==> src/rtl/divisor_arbitro_pkg.sv <==
// divisor_arbitro_pkg: shared states and default sizes for the divider arbiter
package divisor_arbitro_pkg;
  localparam int TAMANYO_DEF = 32;
  localparam int N_REQ_DEF = 4;
  typedef enum logic [1:0] {IDLE, RUN, RELEASE, ZERO} estado_t;
endpackage

==> src/rtl/divisor_arbitro_if.sv <==
// divisor_arbitro_if: requester and divider signals of the shared-divider arbiter
interface divisor_arbitro_if
  import divisor_arbitro_pkg::*;
#(
  parameter int tamanyo = TAMANYO_DEF,
  parameter int N_REQ = N_REQ_DEF
);
  logic [N_REQ-1:0] Req;
  logic [N_REQ*tamanyo-1:0] Num_in;
  logic [N_REQ*tamanyo-1:0] Den_in;
  logic [N_REQ-1:0] Gnt;
  logic [N_REQ-1:0] Valid;
  logic [tamanyo-1:0] Coc;
  logic [tamanyo-1:0] Res;
  logic Busy;
  logic div_Start;
  logic [tamanyo-1:0] div_Num;
  logic [tamanyo-1:0] div_Den;
  logic [tamanyo-1:0] div_Coc;
  logic [tamanyo-1:0] div_Res;
  logic div_Done;
  modport slave (
    input Req, Num_in, Den_in, div_Coc, div_Res, div_Done,
    output Gnt, Valid, Coc, Res, Busy, div_Start, div_Num, div_Den
  );
  modport master (
    output Req, Num_in, Den_in, div_Coc, div_Res, div_Done,
    input Gnt, Valid, Coc, Res, Busy, div_Start, div_Num, div_Den
  );
endinterface

==> src/rtl/divisor_arbitro_rr_arbiter.sv <==
// rr_arbiter: picks the first requester after ptr, wrapping modulo N_REQ
module rr_arbiter
  import divisor_arbitro_pkg::*;
#(
  parameter int N_REQ = N_REQ_DEF,
  localparam int PW = $clog2(N_REQ)
) (
  input  logic [N_REQ-1:0] req,
  input  logic [PW-1:0]    ptr,
  output logic [PW-1:0]    win,
  output logic             any
);
  logic [PW-1:0] c;
  // scanning from farthest to nearest lets the nearest candidate win
  always_comb begin
    win = ptr;
    any = |req;
    c = '0;
    for (int i = N_REQ; i >= 1; i--) begin
      c = PW'((int'(ptr) + i) % N_REQ);
      if (req[c]) win = c;
    end
  end
endmodule

==> src/rtl/divisor_arbitro.sv <==
// divisor_arbitro: round-robin sharing of one signed divider among N_REQ requesters
module divisor_arbitro
  import divisor_arbitro_pkg::*;
#(
  parameter int tamanyo = TAMANYO_DEF,
  parameter int N_REQ = N_REQ_DEF
) (
  input logic CLK,
  input logic RST,
  divisor_arbitro_if.slave bus
);
  localparam int PW = $clog2(N_REQ);
  estado_t state_q, state_d;
  logic [PW-1:0] ptr_q, ptr_d, owner_q, owner_d, win;
  logic any;
  logic [N_REQ-1:0] gnt_q, gnt_d, valid_q, valid_d;
  logic [tamanyo-1:0] coc_q, coc_d, res_q, res_d, num_q, num_d, den_q, den_d;
  logic [tamanyo-1:0] sel_num, sel_den;
  logic start_q, start_d;
  rr_arbiter #(.N_REQ(N_REQ)) u_rr (.req(bus.Req), .ptr(ptr_q), .win(win), .any(any));
  assign sel_num = bus.Num_in[int'(win)*tamanyo +: tamanyo];
  assign sel_den = bus.Den_in[int'(win)*tamanyo +: tamanyo];
  // the div_Done guard in IDLE discards a result left in flight across a reset
  always_comb begin
    state_d = state_q;
    ptr_d = ptr_q;
    owner_d = owner_q;
    gnt_d = '0;
    valid_d = '0;
    coc_d = coc_q;
    res_d = res_q;
    start_d = start_q;
    num_d = num_q;
    den_d = den_q;
    case (state_q)
      IDLE: if (any && !bus.div_Done) begin
        owner_d = win;
        gnt_d = N_REQ'(1) << win;
        num_d = sel_num;
        den_d = sel_den;
        start_d = |sel_den;
        state_d = (|sel_den) ? RUN : ZERO;
      end
      RUN: if (bus.div_Done) begin
        coc_d = bus.div_Coc;
        res_d = bus.div_Res;
        valid_d = N_REQ'(1) << owner_q;
        start_d = 1'b0;
        state_d = RELEASE;
      end
      RELEASE: if (!bus.div_Done) begin
        ptr_d = owner_q;
        state_d = IDLE;
      end
      default: begin
        coc_d = '0;
        res_d = '0;
        valid_d = N_REQ'(1) << owner_q;
        ptr_d = owner_q;
        state_d = IDLE;
      end
    endcase
  end
  always_ff @(posedge CLK) begin
    if (RST) begin
      state_q <= IDLE;
      ptr_q <= PW'(N_REQ - 1);
      owner_q <= '0;
      gnt_q <= '0;
      valid_q <= '0;
      coc_q <= '0;
      res_q <= '0;
      start_q <= 1'b0;
      num_q <= '0;
      den_q <= '0;
    end else begin
      state_q <= state_d;
      ptr_q <= ptr_d;
      owner_q <= owner_d;
      gnt_q <= gnt_d;
      valid_q <= valid_d;
      coc_q <= coc_d;
      res_q <= res_d;
      start_q <= start_d;
      num_q <= num_d;
      den_q <= den_d;
    end
  end
  assign bus.Gnt = gnt_q;
  assign bus.Valid = valid_q;
  assign bus.Coc = coc_q;
  assign bus.Res = res_q;
  assign bus.Busy = state_q != IDLE;
  assign bus.div_Start = start_q;
  assign bus.div_Num = num_q;
  assign bus.div_Den = den_q;
endmodule

==> src/flat_wrapper.sv <==
// flat-port wrapper written by rule: the top's interface ports become plain ports
module divisor_arbitro_flat import divisor_arbitro_pkg::*;
#(
  parameter int tamanyo = TAMANYO_DEF,
  parameter int N_REQ = N_REQ_DEF
)
  (CLK, RST, bus_Req, bus_Num_in, bus_Den_in, bus_div_Coc, bus_div_Res, bus_div_Done, bus_Gnt, bus_Valid, bus_Coc, bus_Res, bus_Busy, bus_div_Start, bus_div_Num, bus_div_Den);
  divisor_arbitro_if #(.tamanyo(tamanyo), .N_REQ(N_REQ)) bus_i ();
  input logic CLK;
  input logic RST;
  input wire logic [$bits(bus_i.Req)-1:0] bus_Req;
  input wire logic [$bits(bus_i.Num_in)-1:0] bus_Num_in;
  input wire logic [$bits(bus_i.Den_in)-1:0] bus_Den_in;
  input wire logic [$bits(bus_i.div_Coc)-1:0] bus_div_Coc;
  input wire logic [$bits(bus_i.div_Res)-1:0] bus_div_Res;
  input wire logic [$bits(bus_i.div_Done)-1:0] bus_div_Done;
  output wire logic [$bits(bus_i.Gnt)-1:0] bus_Gnt;
  output wire logic [$bits(bus_i.Valid)-1:0] bus_Valid;
  output wire logic [$bits(bus_i.Coc)-1:0] bus_Coc;
  output wire logic [$bits(bus_i.Res)-1:0] bus_Res;
  output wire logic [$bits(bus_i.Busy)-1:0] bus_Busy;
  output wire logic [$bits(bus_i.div_Start)-1:0] bus_div_Start;
  output wire logic [$bits(bus_i.div_Num)-1:0] bus_div_Num;
  output wire logic [$bits(bus_i.div_Den)-1:0] bus_div_Den;
  assign bus_i.Req = bus_Req;
  assign bus_i.Num_in = bus_Num_in;
  assign bus_i.Den_in = bus_Den_in;
  assign bus_i.div_Coc = bus_div_Coc;
  assign bus_i.div_Res = bus_div_Res;
  assign bus_i.div_Done = bus_div_Done;
  assign bus_Gnt = bus_i.Gnt;
  assign bus_Valid = bus_i.Valid;
  assign bus_Coc = bus_i.Coc;
  assign bus_Res = bus_i.Res;
  assign bus_Busy = bus_i.Busy;
  assign bus_div_Start = bus_i.div_Start;
  assign bus_div_Num = bus_i.div_Num;
  assign bus_div_Den = bus_i.div_Den;
  divisor_arbitro #(.tamanyo(tamanyo), .N_REQ(N_REQ)) u_core (.CLK(CLK), .RST(RST), .bus(bus_i));
endmodule
==> config.mk <==
export PLATFORM = sky130hd
export DESIGN_NAME = divisor_arbitro_flat
export DESIGN_NICKNAME = d
export VERILOG_FILES = /design/src/rtl/divisor_arbitro_pkg.sv /design/src/rtl/divisor_arbitro_if.sv /design/src/rtl/divisor_arbitro_rr_arbiter.sv /design/src/rtl/divisor_arbitro.sv /design/src/flat_wrapper.sv
export SDC_FILE = /design/constraint.sdc
export NUM_CORES = 1
export LEC_CHECK = 0
export BUFFER_PORTS_ARGS = -buffer_cell sky130_fd_sc_hd__buf_2
export CAP_MARGIN = 25
export CORE_AREA = 2 2 181 183
export CTS_CLUSTER_SIZE = 30
export DETAILED_ROUTE_END_ITERATION = 10
export DIE_AREA = 0 0 183 185
export GPL_ROUTABILITY_DRIVEN = 0
export MAX_ROUTING_LAYER = met4
export SYNTH_ARGS = -nofsm -noshare
export SYNTH_HDL_FRONTEND = slang
export SYNTH_SLANG_ARGS = --single-unit
==> constraint.sdc <==
create_clock -name CLK -period 2 [get_ports CLK]
set_input_delay 0.3 -clock CLK [delete_from_list [all_inputs] [get_ports CLK]]
set_output_delay 0.3 -clock CLK [all_outputs]
set_load 0.1 [all_outputs]
# Word level (Yosys, flattened, before mapping)
# Index checks and enable logic that the tools add are counted.
[op_classes] addsub=4 magnitude_cmp=4 n_eq_ne=5 n_shift=4 muxes=28 bitwise=4 reduce_logical=15
[ops] cell="128-bit by 8-bit indexed part select with 32-bit output" count=2
[ops] cell="32-bit case mux with 2 select lines" count=2
[ops] cell="32-bit two-way mux" count=2
[ops] cell="32-bit OR reduction" count=1
[ops] cell="2-bit two-way mux" count=9
[ops] cell="2-bit by 3-bit < comparator with 1-bit output (second input constant)" count=4
[ops] cell="1-bit binary-select mux with 2-bit select" count=4
[ops] cell="4-bit case mux with 2 select lines" count=1
[ops] cell="1-bit by 2-bit << shifter with 4-bit output (first input constant)" count=2
[ops] cell="1-bit two-way mux" count=6
[ops] cell="2-bit case mux with 3 select lines" count=1
[ops] cell="2-bit AND reduction" count=3
[ops] cell="3-bit AND reduction" count=2
[ops] cell="2-bit by 1-bit adder with 2-bit output (second input constant)" count=2
[ops] cell="2-bit adder (second input constant)" count=2
[ops] cell="4-bit two-way mux" count=1
[ops] cell="2-bit inequality test (second input constant)" count=2
[ops] cell="1-bit NOT" count=4
[ops] cell="2-bit case mux with 2 select lines" count=1
[ops] cell="2-bit nonzero test" count=2
[ops] cell="2-bit OR reduction" count=2
[ops] cell="4-bit OR reduction" count=1
[ops] cell="3-bit OR reduction" count=1
[ops] cell="2-bit by 1-bit == test with 1-bit output (second input constant)" count=1
[ops] cell="6 further kinds" count=6
[word_totals] ff_bits=143 inputBits=327 elab_cells=74

# Longest topological paths before layout
[depth] ltp_word=12 mapped_depth=10

# Modules after synthesis
# From an unflattened synthesis, not the netlist that was laid out.
[hier_totals] hier_cells=654 hier_area_um2=6468.7
[by_module_without_submodules] module="divisor_arbitro" instances=1 cells_per_inst=640 area_per_inst_um2=6396.1 seq_area_each_um2=2862.7
[by_module_without_submodules] module="rr_arbiter" instances=1 cells_per_inst=14 area_per_inst_um2=72.6 seq_area_each_um2=0.0

# Least setup slack after synthesis
# OpenSTA, ideal clock, no wires.
[synth_path] path_kind="register to register" from="register u_core.ptr_q[0]" to="register u_core.start_q (netlist: u_core.bus.div_Start)" setup_time_ns=0.132 arrival_ns=1.784 t_required_ns=1.868 path_slack_ns=0.084 stages_incl_launch_ff=10 path_buffers=1 synth_period_minus_slack_ns=1.916 path_cell_list="dfxtp_1 nand2b_1 a21oi_2 nor2_4 buf_6 mux2i_1 mux2i_1 nor4_2 a31o_2 a21oi_1"
[synth_between] elab_chain_len=11 word_cells_on_any_way=20 classes_between="add/sub (4); shift (1); mux (14); reduce/logical (1)"
[synth_lines] item="from (decl)" line="divisor_arbitro.sv:14" text="logic [PW-1:0] ptr_q, ptr_d, owner_q, owner_d, win;"
[synth_lines] item="from (signal assigned)" line="divisor_arbitro.sv:67" text="ptr_q <= PW'(N_REQ - 1);"
[synth_lines] item="from (signal assigned)" line="divisor_arbitro.sv:78" text="ptr_q <= ptr_d;"
[synth_lines] item="2-bit by 1-bit adder with 2-bit output" line="divisor_arbitro_rr_arbiter.sv:20" text="c = PW'((int'(ptr) + i) % N_REQ);"
[synth_lines] item="1-bit binary-select mux with 2-bit select" line="divisor_arbitro_rr_arbiter.sv:21" text="if (req[c]) win = c;"
[synth_lines] item="1-bit two-way mux (implied by the code)" line="divisor_arbitro_rr_arbiter.sv:21"
[synth_lines] item="2-bit two-way mux (3 in a row)" line="divisor_arbitro_rr_arbiter.sv:21"
[synth_lines] item="2-bit two-way mux (*)" line="divisor_arbitro_rr_arbiter.sv:21"
[synth_lines] item="128-bit by 8-bit indexed part select with 32-bit output (*)" line="divisor_arbitro.sv:22" text="assign sel_den = bus.Den_in[int'(win)*tamanyo +: tamanyo];"
[synth_lines] item="32-bit OR reduction (*)" line="divisor_arbitro.sv:41" text="start_d = |sel_den;"
[synth_lines] item="1-bit two-way mux (*)" line="divisor_arbitro.sv:36" text="IDLE: if (any && !bus.div_Done) begin"
[synth_lines] item="1-bit case mux with 2 select lines (*)" line="divisor_arbitro.sv:35" text="case (state_q)"
[synth_lines] item="to (signal assigned)" line="divisor_arbitro.sv:84" text="start_q <= start_d;"
[synth_lines] item="to (decl)" line="divisor_arbitro.sv:19" text="logic start_q, start_d;"
# Mark *: on every way between the ends. The rest lies on a longest branch, timed or not. The select of a mux whose other input is x is not followed.
# A chain may end at the register's enable or synchronous reset.

# Worst setup path after layout
# Ends and elaborated chain as after synthesis.

==> results.cfg <==
[logic_synthesis]
netlist-cell-type-count = 38
synth_largest_area_cell = dfxtp_1
synth-xor-area-share = 0
yosysWarningCount = 0
synth_top_family_by_area = simple AND/OR/NAND/NOR gates
post_synth_main_area_contributors = dfxtp_1 (41%), nand2_1 (16%), nand3_1 (12%)
synthAdderAreaFrac = 0
synth.net_count = 1334
syn_avg_cell_area_um2 = 7.002
yosysTopAreaCellShare = 0.4060
netlist_instances = 1007
synth.cell_area_mm2 = 0.007051
synth_compound_area_frac = 0.1306
synth.area.mux_share = 0.03123
seq_area_frac_synth = 0.4060
synth_simple_gate_area_share = 0.3771
synth-seq-cells = 143

[flow_run]
maxCapViolCount = 0

[pwr]
power.leakage_nw = 5.336
powerDensity_mw_per_mm2 = 868.1
max-vdd-ir-drop_mv = 0.5276

[timing]
setup_viol_count_final = 29
holdWs_ns = 0.1212
rsz0062_at_grt = yes
slew_at_the_pin_with_the_worst_max_slew_slack_ns = 0.5938
layout_min_cycle_time_ns = 2.116
number_of_hold_violations_in_the_final_report = 0
worst_slew_margin_rel = 0.6069
max_freq_mhz = 472.6
finalClockSkew_ns = 0.009162
timing.final.max_slew_violations = 0
fin_crit_sh = 1.058
worst_slack_ns = -0.1161

[place]
post_dp_cell_area_mm2 = 0.01013
dpl.cell_count = 1846
hpwlAfterDp_mm = 25.72
port-buffer-count = 464
post-place-ws_ns = -0.2985

[clock_tree]
holdBufCountCts = 0
tritoncts = built
clk-insertion-delay-late_ns = 0.42
clock_sinks = 143
htree_levels = 4
clkSlewWorstSetupHoldPaths_ns = 0.07
root_buffer = clkbuf_16
cts_made_buffers = 17
cts.path.max_buffers = 2

[floorplan]
num_io_pins = 465
core_mm2 = 0.03204
fp_rows = 66
die_outline_area_mm2 = 0.03386
die_h_um = 185
initial_core_util = 0.2200
die_w_um = 183

[critical_path]
crit-reg2reg-launch = u_core.ptr_q[0]$_SDFFE_PP1P_
cp_max_fo = 5
timing.critical_path.to_type = flip-flop
startpoint_type = flip-flop
r2r_cells = 12
worst_r2r_endpoint = u_core.bus.div_Start$_SDFFE_PP0P_
regToRegSetupSlack_ns = -0.12
cp_data_arrival_time_ns = 2.41
timing.critical_path.required_ns = 2.29
crit_type = reg -> reg

[run_status]
failing_checks = negative setup slack
status = complete, but fails checks

[global_route]
antenna_found_initial = 5
grt_pass1_wl_mm = 48.29
track_usage = 0.1915
grt_start_max_net_pins = 69
first_global_vias = 8542
globalRouteOverflowTotal = 0

[routing]
length_of_the_first_detailed_routing_pass_in_iterations = 5
wl_mm = 33.57
via_per_inst = 4.823
avgRoutedWirePerCell_um = 17.71
detail_route.iter0.violations = 522
ant_nets = 0
vias = 9145
drc = 0

[final_layout]
layout.cells.most_common = buf_2
final_cells = 1896
area_growth_syn_to_layout_pct = 57.60
post-route-cell-area_mm2 = 0.01111
finish.net_count = 1798
layout.cells.most_common_list = buf_2 (463), nand2_1 (303), nand3_1 (171)
layout.core_utilization = 0.3468
layout-drive-gt1-share = 0.4019

[worst_hold_path]
hold_path.startpoint = bus_div_Res[28]
min_to = u_core.bus.Res[28]$_SDFFE_PP0P_
worst_hold_path_cell_count = 3
min_path_type = in -> reg
[cell families (layout without fill, tap and decap cells)]
group	Yosys count	after routing
multiplexers	22	22
AO/OA/AOI/OAI	145	145
AND/OR/NAND/NOR	605	605
flip-flops	143	143
buffers and inverters	92	568
other	0	5
[metal layers]
| layer | GRT usage | vias up | wire [um] |
|---|---|---|---|
| li1 | - | 4398 | - |
| met1 | 0.2162 | 4272 | 13600 |
| met2 | 0.3341 | 425 | 16850 |
| met3 | 0.04385 | 50 | 2310 |
| met4 | 0.06496 | 0 | 804 |
| met5 | - | - | 0 |
[what timing repair did]
action	4_1_cts	5_1_grt
setup endpoints to repair	3	21
pin swaps	8	13
gates resized for setup	12	38
gates cloned	1	2
buffers inserted	3	9
[cell usage after synthesis]
master       n
buf_1        9
nor2_4       1
a31o_2       1
nand2b_1     3
and3_1       1
nand3_1    176
a22oi_1     64
nand3b_1     1
dfxtp_1    143
a31oi_1      1
o21ai_0      4
or2_1        2
a2111oi_2    1
nor2_1      71
a21oi_2      1
buf_6        2
inv_1        4
a21oi_1     67
nor3b_4      1
o21ai_1      1
nor3_1       2
nand4_1      1
buf_2       19
a2111oi_0    1
a211o_1      2
a21o_1       1
or2_2        1
nor4_1      33
clkbuf_1    57
or4_1        4
nor4b_1      1
buf_4        1
nand2_1    304
nor2b_1      1
nor4_2       1
nor2b_2      1
mux2i_1     22
a211oi_1     1
[sequential cells by signal (all words and copies together), names as in the netlist]
name / cells
u_core.bus.Gnt: 4
u_core.bus.Coc: 32
u_core.bus.div_Start: 1
u_core.state_q: 2
u_core.bus.div_Num: 32
u_core.owner_q: 2
u_core.bus.Res: 32
u_core.ptr_q: 2
u_core.bus.div_Den: 32
u_core.bus.Valid: 4
[cell type report]
| type | instances | area (um^2) |
|---|---|---|
| clock inverter | 14 | 148.9 |
| timing repair buffer | 533 | 3143 |
| antenna | 5 | 12.51 |
| clock buffer | 17 | 425.4 |
| tap | 408 | 510.5 |
| multi-input combinational | 772 | 3986 |
| fill | 3509 | 20930 |
| sequential | 143 | 2870 |
| inverter | 4 | 15.01 |
[power by group]
group | internal (mW) | switching [mW]
logic | 0.965 | 2.37
registers | 3.02 | 0.0913
clock network | 1.76 | 1.44
[worst max path at each step]
stage | from | end | cells after the start
5_1_grt | u_core.ptr_q[0]$_SDFFE_PP1P_ | u_core.bus.div_Start$_SDFFE_PP0P_ | 12
2_1_floorplan | u_core.ptr_q[0]$_SDFFE_PP1P_ | u_core.bus.div_Start$_SDFFE_PP0P_ | 9
6_report | u_core.ptr_q[0]$_SDFFE_PP1P_ | u_core.bus.div_Start$_SDFFE_PP0P_ | 12
3_3_place_gp | bus_Den_in[40] | u_core.bus.div_Start$_SDFFE_PP0P_ | 10
4_1_cts | u_core.ptr_q[0]$_SDFFE_PP1P_ | u_core.bus.div_Start$_SDFFE_PP0P_ | 10
3_5_place_dp | bus_Req[0] | u_core.bus.div_Start$_SDFFE_PP0P_ | 11
[stage by stage]
stage | TNS, ns | power (mW)
floorplan | 0 | 5.323
global placement | -0.5290 | 6.332
CTS | -0.09086 | 9.660
global route | -4.288 | 10.09
finish | -1.144 | 9.646
detailed placement | -2.291 | 6.349
[critical path, stage by stage, from the launching register on]
cell	delay (ns)
dfxtp_4	0.36
nand2b_4	0.15
a21oi_4	0.16
nor2_4	0.08
buf_12	0.13
buf_8	0.12
buf_6	0.11
buf_6	0.11
nand2_4	0.05
nand3_4	0.08
a2111oi_4	0.39
a31o_4	0.20
a21oi_2	0.04
Power figures use the tool's default switching activity.
